### src/rtl/ser.sv
// Parallel-to-serial transmitter, MSB first; first bit appears the cycle after acceptance.
// One-word holding register keeps words back-to-back; in_ready drops only while it is occupied.
module ser #(
  parameter int N = 8
) (
  input  logic         clk,
  input  logic         reset,
  input  logic         in_valid,
  input  logic [N-1:0] in_data,
  output logic         in_ready,
  output logic         out,
  output logic         out_valid,
  output logic         last
);

  localparam int CW = $clog2(N);
  localparam logic [CW-1:0] CNT_MAX = CW'(N - 1);

  typedef enum logic {IDLE, SHIFT} state_t;

  state_t         r_state;
  state_t         w_next;
  logic [N-1:0]   r_shift;
  logic [N-1:0]   r_hold;
  logic [CW-1:0]  r_cnt;
  logic           r_hold_full;
  logic           w_xfer;
  logic           w_eow;

  assign in_ready = !r_hold_full;
  assign w_xfer   = in_valid && !r_hold_full;
  assign w_eow    = (r_state == SHIFT) && (r_cnt == '0);

  always_ff @(posedge clk or posedge reset) begin
    if (reset) r_state <= IDLE;
    else       r_state <= w_next;
  end

  always_comb begin
    w_next = r_state;
    case (r_state)
      IDLE:    if (w_xfer) w_next = SHIFT;
      SHIFT:   if (w_eow && !r_hold_full && !w_xfer) w_next = IDLE;
      default: w_next = IDLE;
    endcase
  end

  // The shift register drains to zero by the time IDLE is reached, so out needs no gating.
  always_comb begin
    out_valid = (r_state == SHIFT);
    last      = w_eow;
    out       = r_shift[N-1];
  end

  always_ff @(posedge clk or posedge reset) begin
    if (reset) begin
      r_shift     <= '0;
      r_hold      <= '0;
      r_cnt       <= '0;
      r_hold_full <= 1'b0;
    end else begin
      case (r_state)
        IDLE: begin
          if (w_xfer) begin
            r_shift <= in_data;
            r_cnt   <= CNT_MAX;
          end
        end
        SHIFT: begin
          if (r_cnt != '0) begin
            r_shift <= {r_shift[N-2:0], 1'b0};
            r_cnt   <= r_cnt - 1'b1;
            if (w_xfer) begin
              r_hold      <= in_data;
              r_hold_full <= 1'b1;
            end
          end else if (r_hold_full) begin
            r_shift     <= r_hold;
            r_cnt       <= CNT_MAX;
            r_hold_full <= w_xfer;
            if (w_xfer) r_hold <= in_data;
          end else if (w_xfer) begin
            r_shift <= in_data;
            r_cnt   <= CNT_MAX;
          end else begin
            r_shift <= {r_shift[N-2:0], 1'b0};
          end
        end
        default: ;
      endcase
    end
  end

endmodule

### config.mk
export PLATFORM = sky130hd
export DESIGN_NAME = ser
export DESIGN_NICKNAME = d
export VERILOG_FILES = /design/src/rtl/ser.sv
export SDC_FILE = /design/constraint.sdc
export NUM_CORES = 1
export LEC_CHECK = 0
export ABC_AREA = 1
export CELL_PAD_IN_SITES_DETAIL_PLACEMENT = 1
export CELL_PAD_IN_SITES_GLOBAL_PLACEMENT = 1
export CORE_ASPECT_RATIO = 1.25
export CORE_MARGIN = 1.5
export CORE_UTILIZATION = 38
export DETAILED_ROUTE_END_ITERATION = 10
export PLACE_DENSITY = 0.77
export SLEW_MARGIN = 20
export SYNTH_ARGS = -nofsm -noshare
export SYNTH_HDL_FRONTEND = slang
export SYNTH_SLANG_ARGS = --single-unit
### constraint.sdc
create_clock -name clk -period 1.49 [get_ports clk]
set_input_delay 0.298 -clock clk [delete_from_list [all_inputs] [get_ports clk]]
set_output_delay 0.298 -clock clk [all_outputs]
set_load 0.02 [all_outputs]
Word level (Yosys, flattened, before mapping)
Cells that the tools add are included.
Widths: inputs -> output; s select.
{ "classes": {"add_sub_neg": 1, "n_eq_ne": 2, "mux": 18, "bitwise_logic": 1, "n_reduce_logical": 11} }
{ "ops": {"columns": ["op", "count"], "rows": [
  ["$mux 8", 7],
  ["$pmux 8 s2", 1],
  ["$mux 3", 3],
  ["$pmux 3 s2", 1],
  ["$mux 1", 5],
  ["$logic_and 1x1->1", 4],
  ["$ne 2x2->1 const B", 2],
  ["$reduce_and 2->1", 2],
  ["$logic_not 3->1", 1],
  ["$reduce_bool 3->1", 1],
  ["$sub 3x1->3 const B", 1],
  ["$logic_not 1->1", 2],
  ["$pmux 1 s2", 1],
  ["$reduce_bool 2->1", 1],
  ["$not 1->1", 1]
]} }
{ "word_totals": {"regBits": 21, "input_bits": 11, "output_inout_bits": 4, "elab_cells": 38} }

Depth between registers and ports, before layout
{ "depth": {"depth_word": 6, "mapped_depth": 9, "ltp_nobuf": 9} }

Worst setup path before layout
No wires, ideal clock.
{ "synth_path": {"path_type": "register to output", "startpoint": "register r_state (netlist: out_valid)", "endpoint": "output last", "t_arrival_ns": 1.133, "required_ns": 1.192, "setup_slack_ns": 0.059, "stages_incl_launch_ff": 4, "n_path_buf": 1, "path_cell_list": "dfrtp_1 > buf_2 > inv_2 > nor2_1"} }
{ "synth_via": {"elab_chain_len": 1} }
{ "synth_lines": {"columns": ["item", "line_no", "text"], "rows": [
  ["start, declared", "21", "state_t r_state;"],
  ["start signal, assigned", "36", "else r_state <= w_next;"],
  ["$logic_and 1x1->1", "32", "assign w_eow = (r_state == SHIFT) && (r_cnt == '0);"],
  ["end, declared", "13", "output logic last"]
]} }
No other way between the ends.

Final worst setup path
{ "layout_path": {"startpoint": "register r_cnt[1]", "endpoint": "output last"} }
{ "layout_via": {"elab_chain_len": 2} }
{ "layout_lines": {"columns": ["item", "line_no", "text"], "rows": [
  ["start, declared", "25", "logic [CW-1:0] r_cnt;"],
  ["start signal, assigned", "72", "r_cnt <= r_cnt - 1'b1;"],
  ["$logic_not 3->1", "32", null],
  ["$logic_and 1x1->1", "32", null]
]} }
No other way between the ends.

==> reports/results.ini <==
[timing]
fin_ws_ns = -0.0697
fin_crit_sh_pct = 105
fin_skew_ns = 0.00745
rsz0062_at_grt = yes
max_freq_mhz = 641
min_period_ns = 1.56
setup-violations-final = 1
finalMaxSlewViolations = 0
whs_ns = 0.311
timing.max_slew.rel_slack_pct = 80.9
hold_viol = 0
tightest_slew_ns = 0.286

[clock_tree]
cts_sinks = 21
clkLatencyLatePin_ns = 0.32
cts_root_buf = clkbuf_4
tritoncts = done
cts.hold.buffers_added = 0
clockBufferDepth = 2
cts.clk_slew.worst_paths_ns = 0.13
cts_max_level = 1
cts_buffers = 3

[floorplanning]
initial_utilization_pct = 40.9
die_area_mm2 = 0.00328
core-area_mm2 = 0.00273
die_x_um = 51.5
die_height_um = 63.7
ios = 15
rows = 21

[logic_synthesis]
ys_types = 16
syn_nets = 167
seq_area_frac_synth_pct = 47.0
netlist_area_mm2 = 0.00112
yosys_warnings = 0
synth_area_per_cell_um2 = 7.26
synthCells = 154
synth_seq_cells = 21

[setup_path]
cpMaxStageDelayCell = dfrtp_1
critPathLaunchType = flop
crit_type = flop to primary output
cp_max_fo = 2
crit_buf_inv = 2
crit_chain = inv_2 -> ha_4 -> nand2_4 -> nor2_4 -> buf_6
crit_family = flip-flops
slowest_delay_ns = 0.41
endpoint_kind = primary output
worstPathArrival_ns = 1.26
worstPathRequired_ns = 1.19

[detailed_routing]
ant_nets = 0
vias_per_cell = 4.96
dr_total_vias = 1110
drc = 0
drtPass1Iterations = 4
drtIter0Drc = 24
wl_per_cell_um = 14.3
routed_wl_um = 3200

[global_route]
track_usage_pct = 21.3
grt_use_met3_pct = 2.37
grt_use_met2_pct = 38.1
grt_pass1_vias = 1148
groute.layer.met1.usage_pct = 24.7
overflow = 0
grt_busiest_layer = met2
grt_max_degree = 22
grt_pass1_wl_um = 5220
antenna_found_initial = 0

[layout]
area_growth_pct = 33.4
finalNetCount = 204
layout-drive-gt1-share_pct = 23.2
diodes = 0
fin_util_pct = 54.6
mostFrequentLayoutCells = nand2_1 (68), nand3_1 (24), buf_4 (22)
fill_cells = 364
final_area_mm2 = 0.00149
final_common_cell = nand2_1

[placed_design]
place_hpwl_um = 2330
io_buffer_count = 14
finalWeightedCongestion = 0.829
dpl_cell_area_mm2 = 0.00142

[pwr]
clockPowerShare_pct = 11.5
power.switching_mw = 1.07
swShare_pct = 42.2
p_comb_share_pct = 51.9
internal-power_mw = 1.47
ir_worst_vdd_mv = 0.901
p_seq_share_pct = 36.6
p_per_area_mw_per_mm2 = 1700
p_leak_nw = 0.827

[run]
drv_cap = 0

[min_path]
hp-class = input port to async pin

[status]
violations = negative setup slack
status = finished, violations left

==> worst paths after layout <==
path                                start        end  slack (ns)  cells after the start
worst max-delay path             r_cnt[1]       last       -0.07                      5
worst min-delay path                reset   r_cnt[2]        0.31                      3
worst max register to register   r_cnt[1]  r_hold[5]        0.07                      9
worst min register to register  r_hold[2]  r_hold[2]        0.50                      2
max in group asynchronous           reset  out_valid        0.96                      3
min in group clk                r_hold[2]  r_hold[2]        0.50                      2
==> power groups by stage <==
| stage | Clock (mW) | Sequential, mW | Combinational [mW] |
|---|---|---|---|
| final | 0.292 | 0.929 | 1.32 |
| after global routing | 0.313 | 0.946 | 1.49 |
| after CTS | 0.299 | 0.922 | 1.22 |
| after detailed placement | 0 | 0.936 | 1.22 |
| after global placement | 0 | 0.923 | 1.17 |
| after floorplan | 0 | 0.927 | 0.708 |
==> area by class of cell <==
type | instances | area, µm² | share of cell area, %
Clock buffer | 3 | 22.5 | 1.51
Clock inverter | 1 | 5.00 | 0.335
Inverter | 19 | 71.3 | 4.78
Multi-Input combinational cell | 110 | 523 | 35.0
Sequential cell | 21 | 526 | 35.2
Tap cell | 34 | 42.5 | 2.85
Timing Repair Buffer | 36 | 303 | 20.3
==> tightest hold or removal path, delay by kind of cell <==
kind / cells / cell delay [ns]
buf+inv: 3 / 0.73
==> timing repair <==
| item | in CTS | in global routing |
|---|---|---|
| buffers inserted | 0 | 2 |
| setup endpoints to repair | 4 | 16 |
| cloned | 0 | 0 |
| pin swaps | 0 | 3 |
| resized for setup | 11 | 7 |
==> registers in the layout (all words and copies together) (netlist names) <==
signal and cells:
r_hold 8, r_shift 8, out_valid 1, r_cnt 3
r_hold_full 1
==> metal layers <==
metal | vias up | part of all wire (%)
met1 | 535 | 42
met3 | 8 | 1.8
met4 | 0 | 2.3
met2 | 19 | 54
met5 | - | 0
li1 | 548 | -
==> kinds of logic (layout without fill, tap and decap cells) <==
| group | after synthesis | in the layout | synth area share [%] |
|---|---|---|---|
| simple gates | 102 | 102 | 38.9 |
| buf+inv | 23 | 59 | 9.17 |
| compound gates | 6 | 6 | 2.68 |
| flops | 21 | 21 | 47.0 |
| fa+ha+maj | 2 | 2 | 2.24 |
==> per-stage QoR <==
step	setup WS [ns]	cells	setup TNS [ns]	power, mW
after global placement	-0.197	218	-0.405	2.09
after CTS	-0.118	222	-0.118	2.45
after detailed placement	-0.239	218	-0.579	2.16
after floorplan	0.0593	154	0	1.64
after global routing	-0.119	224	-0.186	2.75
final	-0.0697	224	-0.0697	2.54
==> cell usage after synthesis <==
master / count / area share, %
inv_2: 5 / 1.7
o21ai_1: 4 / 1.8
inv_1: 14 / 4.7
nor2_2: 2 / 1.1
buf_6: 1 / 1.0
nor2_4: 1 / 1.0
nor2_1: 2 / 0.67
nand2_1: 69 / 23
ha_1: 2 / 2.2
o21ai_0: 1 / 0.45
nand3_1: 24 / 11
a21oi_1: 1 / 0.45
dfrtp_1: 21 / 47
nand2_2: 4 / 2.2
buf_2: 1 / 0.45
buf_4: 2 / 1.3
No activity file was read; power rests on OpenSTA's default activity.
